**src/rtl/fetch_sequencer_pkg.sv**
```systemverilog
// Shared types for the instruction fetch sequencer: FSM states and the buffered fetch entry.
package fetch_sequencer_pkg;

    localparam int unsigned INSTR_BYTES = 4;

    typedef enum logic [1:0] {
        FS_IDLE,
        FS_RUN,
        FS_HALTED
    } FetchState;

    typedef struct packed {
        logic [31:0] pc;
        logic [31:0] word;
    } FetchEntry;

endpackage

```
**src/rtl/fetch_fifo.sv**
```systemverilog
// Small synchronous FIFO with flush; head reads as zero when empty so idle outputs stay clean.
module fetch_fifo
    import fetch_sequencer_pkg::*;
#(
    parameter int unsigned DEPTH = 4,
    parameter type T = FetchEntry
) (
    input  logic                       clk,
    input  logic                       rst_async,
    input  logic                       push,
    input  T                           push_data,
    input  logic                       pop,
    input  logic                       flush,
    output logic [$clog2(DEPTH+1)-1:0] count,
    output T                           head
);

    localparam int unsigned CW = $clog2(DEPTH + 1);
    localparam int unsigned PW = (DEPTH > 1) ? $clog2(DEPTH) : 1;

    T              mem [DEPTH];
    logic [PW-1:0] wr_ptr;
    logic [PW-1:0] rd_ptr;

    function automatic logic [PW-1:0] ptr_inc(input logic [PW-1:0] p);
        return (p == PW'(DEPTH - 1)) ? '0 : p + PW'(1);
    endfunction

    // Pointer/count state; flush discards everything buffered.
    always_ff @(posedge clk or posedge rst_async) begin
        if (rst_async) begin
            wr_ptr <= '0;
            rd_ptr <= '0;
            count  <= '0;
        end else if (flush) begin
            wr_ptr <= '0;
            rd_ptr <= '0;
            count  <= '0;
        end else begin
            if (push) wr_ptr <= ptr_inc(wr_ptr);
            if (pop)  rd_ptr <= ptr_inc(rd_ptr);
            count <= count + CW'(push) - CW'(pop);
        end
    end

    always_ff @(posedge clk) begin
        if (push && !flush) mem[wr_ptr] <= push_data;
    end

    assign head = (count != '0) ? mem[rd_ptr] : '0;

    no_push_when_full: assert property (@(posedge clk) disable iff (rst_async)
        !(push && !flush && (count == CW'(DEPTH))));

endmodule

```
**src/rtl/fetch_sequencer.sv**
```systemverilog
// Fetch controller: owns the PC, issues in-order memory requests under a credit limit,
// buffers returned words and handles start/halt/redirect with stale-response dropping.
module fetch_sequencer
    import fetch_sequencer_pkg::*;
#(
    parameter int unsigned DEPTH    = 4,
    parameter logic [31:0] RESET_PC = 32'h0000_0000
) (
    input  logic        clk,
    input  logic        rst_async,
    input  logic        start,
    input  logic        halt,
    input  logic        redirect_valid,
    input  logic [31:0] redirect_pc,
    output logic        mem_req_valid,
    input  logic        mem_req_ready,
    output logic [31:0] mem_req_addr,
    input  logic        mem_rsp_valid,
    input  logic [31:0] mem_rsp_data,
    output logic        instr_valid,
    input  logic        instr_ready,
    output logic [31:0] instruction,
    output logic [31:0] instr_pc,
    output logic        busy
);

    localparam int unsigned CW = $clog2(DEPTH + 1);
    localparam int unsigned SW = CW + 1;

    FetchState     state_q, state_d;
    logic [31:0]   pc_q, pc_d;
    logic [31:0]   rsp_pc_q, rsp_pc_d;
    logic [CW-1:0] outstanding_q, outstanding_d;
    logic [CW-1:0] drop_cnt_q, drop_cnt_d;
    logic [CW-1:0] fifo_count;
    logic [SW-1:0] credit_used;
    logic [31:0]   redirect_base;
    logic          issue, push, pop, drop;
    FetchEntry     push_entry, head_entry;

    assign credit_used   = SW'(outstanding_q) + SW'(fifo_count);
    assign redirect_base = redirect_pc & ~32'(INSTR_BYTES - 1);

    // FSM next state and request qualification; halt beats start.
    always_comb begin
        state_d       = state_q;
        mem_req_valid = 1'b0;
        case (state_q)
            FS_IDLE, FS_HALTED: if (start && !halt) state_d = FS_RUN;
            FS_RUN: begin
                if (halt) state_d = FS_HALTED;
                mem_req_valid = !redirect_valid && (credit_used < SW'(DEPTH));
            end
            default: state_d = FS_IDLE;
        endcase
    end

    // Datapath next values; a redirect writes off every word still in flight.
    always_comb begin
        issue         = mem_req_valid && mem_req_ready;
        drop          = mem_rsp_valid && (drop_cnt_q != '0);
        push          = mem_rsp_valid && (drop_cnt_q == '0) && !redirect_valid;
        pop           = instr_valid && instr_ready;
        outstanding_d = outstanding_q + CW'(issue) - CW'(mem_rsp_valid);
        drop_cnt_d    = drop_cnt_q;
        pc_d          = pc_q;
        rsp_pc_d      = rsp_pc_q;
        push_entry    = '{pc: rsp_pc_q, word: mem_rsp_data};
        if (redirect_valid) begin
            drop_cnt_d = outstanding_q - CW'(mem_rsp_valid);
            pc_d       = redirect_base;
            rsp_pc_d   = redirect_base;
        end else begin
            if (drop)  drop_cnt_d = drop_cnt_q - CW'(1);
            if (issue) pc_d       = pc_q + 32'(INSTR_BYTES);
            if (push)  rsp_pc_d   = rsp_pc_q + 32'(INSTR_BYTES);
        end
    end

    always_ff @(posedge clk or posedge rst_async) begin
        if (rst_async) begin
            state_q       <= FS_IDLE;
            pc_q          <= RESET_PC;
            rsp_pc_q      <= RESET_PC;
            outstanding_q <= '0;
            drop_cnt_q    <= '0;
        end else begin
            state_q       <= state_d;
            pc_q          <= pc_d;
            rsp_pc_q      <= rsp_pc_d;
            outstanding_q <= outstanding_d;
            drop_cnt_q    <= drop_cnt_d;
        end
    end

    fetch_fifo #(
        .DEPTH (DEPTH),
        .T     (FetchEntry)
    ) u_fifo (
        .clk       (clk),
        .rst_async (rst_async),
        .push      (push),
        .push_data (push_entry),
        .pop       (pop),
        .flush     (redirect_valid),
        .count     (fifo_count),
        .head      (head_entry)
    );

    assign mem_req_addr = pc_q;
    assign instr_valid  = (fifo_count != '0) && !redirect_valid;
    assign instruction  = head_entry.word;
    assign instr_pc     = head_entry.pc;
    assign busy         = (outstanding_q != '0) || (fifo_count != '0);

endmodule

```
**config.mk**
```make
export PLATFORM = sky130hd
export DESIGN_NAME = fetch_sequencer
export DESIGN_NICKNAME = d
export VERILOG_FILES = /design/src/rtl/fetch_sequencer_pkg.sv /design/src/rtl/fetch_fifo.sv /design/src/rtl/fetch_sequencer.sv
export SDC_FILE = /design/constraint.sdc
export NUM_CORES = 1
export LEC_CHECK = 0
export CORE_AREA = 3 3 219 221
export DETAILED_ROUTE_END_ITERATION = 10
export DIE_AREA = 0 0 222 224
export RECOVER_POWER = 100
export SLEW_MARGIN = 15
export SYNTH_ARGS = -nofsm -noshare
export SYNTH_HDL_FRONTEND = slang
export SYNTH_SLANG_ARGS = --single-unit
```
**constraint.sdc**
```tcl
create_clock -name clk -period 4.8 [get_ports clk]
set_input_delay 0.96 -clock clk [delete_from_list [all_inputs] [get_ports clk]]
set_output_delay 0.96 -clock clk [all_outputs]
set_load 0.05 [all_outputs]
```
* Word level (Yosys, flattened, before mapping)
Memories as Yosys holds them, arrays and structs flattened.
Cells that the tools add are included.
** Word-level totals
- Register bits :: 79
- Bits in latches :: 0
- RAM bits :: 256
- ROM bits :: 0
- Logic and storage cells :: 70
- Memories kept :: 1
** Memories
- u_fifo.mem :: depth 4, width 64, rd ports 1, clocked after memory_dff 0, write ports 1, line fetch_fifo.sv:21 : T mem [DEPTH];
** Operators by class
- Add/sub/neg operators :: 11
- Multiply operators :: 0
- Div/mod/pow operators :: 0
- Order comparisons :: 1
- Equal/unequal tests :: 6
- Shifts and indexed selects :: 0
- Mux-type cells :: 20
- Bitwise gates (word level) :: 0
- Reductions and logical operators :: 23
** Operators by type and width (number)
- $mux W32 :: 4
- $add A32 B3 Y32 const B :: 2
- $mux W64 :: 1
- $mux W2 :: 8
- $logic_and A1 B1 Y1 :: 9
- $mux W3 :: 3
- $reduce_bool A3 Y1 :: 3
- $sub A3 B1 Y3 :: 3
- $reduce_bool A2 Y1 :: 4
- $add A3 B1 Y3 :: 2
- $eq A2 B2 Y1 const B :: 3
- $add A2 B1 Y2 const B :: 2
- $add A3 B3 Y4 :: 1
- $lt A4 B3 Y1 const B :: 1
- $ne A2 B2 Y1 const B :: 2
- $pmux W2 S2 :: 1
- $logic_not A3 Y1 :: 1
- $mux W1 :: 3
- $sub A3 B1 Y3 const B :: 1
- $eq A2 B1 Y1 const B :: 1
- $logic_not A1 Y1 :: 2
- $logic_not A2 Y1 :: 1
- $reduce_and A2 Y1 :: 1
- $reduce_or A2 Y1 :: 1
- $logic_or A1 B1 Y1 :: 1

* Logic depth before layout (Yosys ltp)
- Depth in word-level cells :: 7
- Mapped depth :: 11

* Hierarchy
A second synthesis with hierarchy kept.
** Second synthesis, totals
- Cells, all modules :: 882
- Area total of the unflattened synthesis :: 14056.0 um^2
** By module, submodules not included
- fetch_fifo :: instances 1, cells an instance 446, area each 10107.2 um^2, sequential area each 7862.5 um^2
- fetch_sequencer :: instances 1, cells an instance 436, area each 3948.8 um^2, sequential area each 1701.6 um^2

* Worst setup path after synthesis
No wires, ideal clock.
- Kind :: input to register
- Start point :: input port redirect_valid
- End point :: memory u_fifo.mem[0][0] (netlist name) (enable)
- Library setup time :: 0.427 ns
- Arrival :: 2.804 ns
- Data required time :: 4.373 ns
- Slack :: 1.570 ns
- Stages :: 3
- Path buffers :: 1
- Path through :: buf_2 -> nor2_1 -> and2_1
** Between the ends
- Word-level cells in the longest chain between the ends :: 5
** RTL lines
- start, declared :: line fetch_sequencer.sv:13 : input logic redirect_valid,
- $logic_not A1 Y1 (*) :: line fetch_fifo.sv:47, fetch_sequencer.sv:62
- $logic_and A1 B1 Y1 :: line fetch_sequencer.sv:62 : push = mem_rsp_valid && (drop_cnt_q == '0) && !redirect_valid;
- $logic_and A1 B1 Y1 (*) :: line fetch_fifo.sv:47 : if (push && !flush) mem[wr_ptr] <= push_data;
- $mux W1 (*) :: line fetch_fifo.sv:47
- $mux W1 (not written as such) (*) :: line fetch_fifo.sv:47
- end, declared :: line fetch_fifo.sv:21
Mark *: on every way between the ends. The rest lies on a longest branch, timed or not.

* Worst setup path in the final report
- Start point :: register u_fifo.rd_ptr[0]
- End point :: output port instr_pc[15]
** Between the ends
- Word-level cells in the longest chain between the ends :: 2
** RTL lines
- start, declared :: line fetch_fifo.sv:23 : logic [PW-1:0] rd_ptr;
- start signal, assigned :: line fetch_fifo.sv:41 : if (pop) rd_ptr <= ptr_inc(rd_ptr);
- $mem_v2 Z4 W64
- $mux W64 :: line fetch_fifo.sv:50 : assign head = (count != '0) ? mem[rd_ptr] : '0;
- end, declared :: line fetch_sequencer.sv:23 : output logic [31:0] instr_pc,
Every way passes these cells.

==> impl_metrics.env <==
export IMPL_outcome="finished with violations"
export IMPL_violations="max-capacitance violations, max-slew violations"
export IMPL_placed_cell_area_mm2=0.01620
export IMPL_grt_met1_usage_pct=17.62
export IMPL_grtUsageMet3_pct=3.106
export IMPL_startpoint_type="flip-flop"
export IMPL_fmax_mhz=236.4
export IMPL_die_y_um=224
export IMPL_postCtsHoldBufs=0
export IMPL_path_max_fanout=20
export IMPL_fin_crit_sh_pct=88.14
export IMPL_cts_root_buf="clkbuf_16"
export IMPL_tightest_slew_ns=1.907
export IMPL_post_cts_buffers=0
export IMPL_first_global_vias=8164
export IMPL_ys_ff_latch=323
export IMPL_ant_nets=0
export IMPL_dp_hpwl_um=20250
export IMPL_synth_edff_count=248
export IMPL_cp_endpoint="instr_pc[15]"
export IMPL_slew_headroom_pct=-27.16
export IMPL_path_clk_slew_ns=0.06
export IMPL_insertion_delay_ns=0.52
export IMPL_r2r_end="outstanding_q[2]"
export IMPL_diodes=0
export IMPL_viasPerCell=4.768
export IMPL_min_delay_path_class="reg2reg"
export IMPL_ctsResizeCount=0
export IMPL_area_growth_pct=24.45
export IMPL_r2r_start="outstanding_q[2]"
export IMPL_cts_made_buffers=36
export IMPL_powerDensity_mw_per_mm2=501.2
export IMPL_syn_inst=874
export IMPL_grtUsageMet2_pct=19.54
export IMPL_syn_cell_area_mm2=0.01382
export IMPL_setup_viol=0
export IMPL_path_class="reg2out"
export IMPL_vias=7991
export IMPL_antenna_found_initial=0
export IMPL_dr_pass1_iters=4
export IMPL_gr_total_overflow=0
export IMPL_grt_max_degree=63
export IMPL_synth_cell_type_count=54
export IMPL_first_iter_violations=475
export IMPL_postLayoutCoreUtil_pct=37.09
export IMPL_cp_arrival_ns=3.27
export IMPL_fin_area_mm2=0.01719
export IMPL_grt_pass1_wl_um=48400
export IMPL_ys_flop_type="edfxtp_1"
export IMPL_wl_per_cell_um=18.69
export IMPL_holdWs_ns=0.5260
export IMPL_ios=171
export IMPL_end_kind="output pin"
export IMPL_hold_violations=0
export IMPL_gp_congestion=0.7768
export IMPL_dieArea_mm2=0.04973
export IMPL_ys_async_sr_fraction_pct=23.22
export IMPL_clockBufferDepth=3
export IMPL_drt_wl_total_um=31330
export IMPL_ir_drop_mv=0.2702
export IMPL_yosysSeqAreaShare_pct=67.49
export IMPL_numPortBuffers=164
export IMPL_layout_drive_gt1_share_pct=12.91
export IMPL_tns_ns=0
export IMPL_cts_tree="built"
export IMPL_syn_area_per_cell_um2=15.81
export IMPL_drcViolationCount=0
export IMPL_reg2regPathDepth=10
export IMPL_grt_setup_unrepaired="false"
export IMPL_cp_startpoint="u_fifo.rd_ptr[0]"
export IMPL_slew_viol_final=177
export IMPL_core_region_area_mm2=0.04636
export IMPL_cp_data_required_time_ns=3.84
export IMPL_rows=79
export IMPL_min_period_ns=4.231
export IMPL_grt_use_total_pct=12.53
export IMPL_reg2reg_slack_ns=1.10
export IMPL_clock_skew_ns=0.01721
export IMPL_maxCapViolations=4
export IMPL_die_width_um=222
export IMPL_fin_nets=1139
export IMPL_cts_sinks=323
export IMPL_htreeDepth=2
export IMPL_grt_busiest_layer="met2"
export IMPL_start_util_pct=29.80
export IMPL_yosys_warnings=0
export IMPL_p_leak_nw=5.993
-- worst max-delay path: stages, from the launching register on --
cell and delay [ns]:
dfrtp_2 0.80, buf_4 0.40, mux4_2 0.59, and2_1 0.19, dlygate4sd3_1 0.76
-- sequential cells by signal, indices dropped and copies added (netlist names) --
signal and count:
u_fifo.rd_ptr 2, mem_req_addr 30, drop_cnt_q 3, outstanding_q 3
u_fifo.wr_ptr 2, rsp_pc_q 30, u_fifo.count 3, u_fifo.mem 248
state_q 2
-- layer usage --
metal	part of all wire (%)	routed length (µm)
met5	0	0
met4	1.8	551
met3	6.2	1950
met2	46	14320
met1	46	14500
-- where the power goes --
part,switching [mW],internal (mW)
logic,1.67,0.947
registers,0.200,3.20
clock network,1.04,1.56
total,2.91,5.71
-- how the worst min path moves through the flow --
stage | startpoint | end | cells after the start
after floorplan | state_q[1] | state_q[1] | 1
after global placement | state_q[1] | state_q[1] | 1
after detailed placement | state_q[1] | state_q[1] | 1
after CTS | state_q[1] | state_q[1] | 1
after global routing | state_q[1] | state_q[1] | 1
final | state_q[1] | state_q[1] | 1
-- metrics by stage --
step	setup slack (ns)	cells	power (mW)
after floorplan	1.570	877	5.295
after global placement	1.173	1617	6.231
after detailed placement	1.137	1617	6.257
after CTS	0.5601	1676	8.893
after global routing	0.3555	1676	9.030
final	0.5693	1676	8.617
-- cells by family (layout without fill, tap and decap cells) --
logic type      after synthesis  count (layout)  share of synthesized area (%)
flops                       323             323                          67.49
simple gates                263             263                          11.11
compound gates               88              88                          3.813
mux                          74              74                          11.03
buf+inv                      66             258                          2.164
xor+xnor                     40              40                          2.536
fa+ha+maj                    19              19                          1.829
other cells                   1               4                        0.02714
-- synthesized netlist by cell type, drive strengths merged (2+ instances only) --
cell type / instances / area share [%]
and4: 8 / 0.51
nor2: 27 / 0.73
and2: 71 / 3.2
mux2i: 6 / 0.43
mux4: 62 / 10
o21ai: 45 / 1.6
a41oi: 3 / 0.19
nand3b: 3 / 0.25
buf: 23 / 0.96
o211ai: 10 / 0.54
or4: 2 / 0.11
dfrtp: 75 / 14
xor2: 21 / 1.3
nor4: 12 / 0.88
and3: 6 / 0.27
o311ai: 8 / 0.51
nor3: 11 / 0.55
clkbuf: 23 / 0.62
nand4: 18 / 0.95
ha: 17 / 1.5
or3: 5 / 0.23
a21oi: 12 / 0.43
nand3: 36 / 1.3
nand2: 55 / 1.5
edfxtp: 248 / 54
xnor2: 19 / 1.2
fa: 2 / 0.29
inv: 20 / 0.58
a31oi: 7 / 0.32
mux2: 6 / 0.49
-- area by class of cell --
class                      count  area (µm²)
inverter                      20       76.32
clock inverter                15       151.4
clock buffer                  44       952.2
timing repair buffer         179        1783
sequential                   323        9325
fill                        4406       29160
tap                          607       759.5
multi-input combinational    488        4146
-- placed cells by master, fill, tap and decap left out, drive strengths merged, types with 11 or more instances in the layout --
| cell type | instances |
|---|---|
| a21oi | 12 |
| nor3 | 11 |
| clkdlybuf4s50 | 37 |
| nor4 | 12 |
| xor2 | 21 |
| ha | 17 |
| buf | 11 |
| inv | 20 |
| nand3 | 36 |
| clkbuf | 49 |
| nand4 | 18 |
| edfxtp | 248 |
| xnor2 | 19 |
| mux4 | 62 |
| and2 | 71 |
| dlygate4sd3 | 126 |
| nor2 | 27 |
| nand2 | 55 |
| o21ai | 45 |
| dfrtp | 75 |
Power figures use the tool's default switching activity.
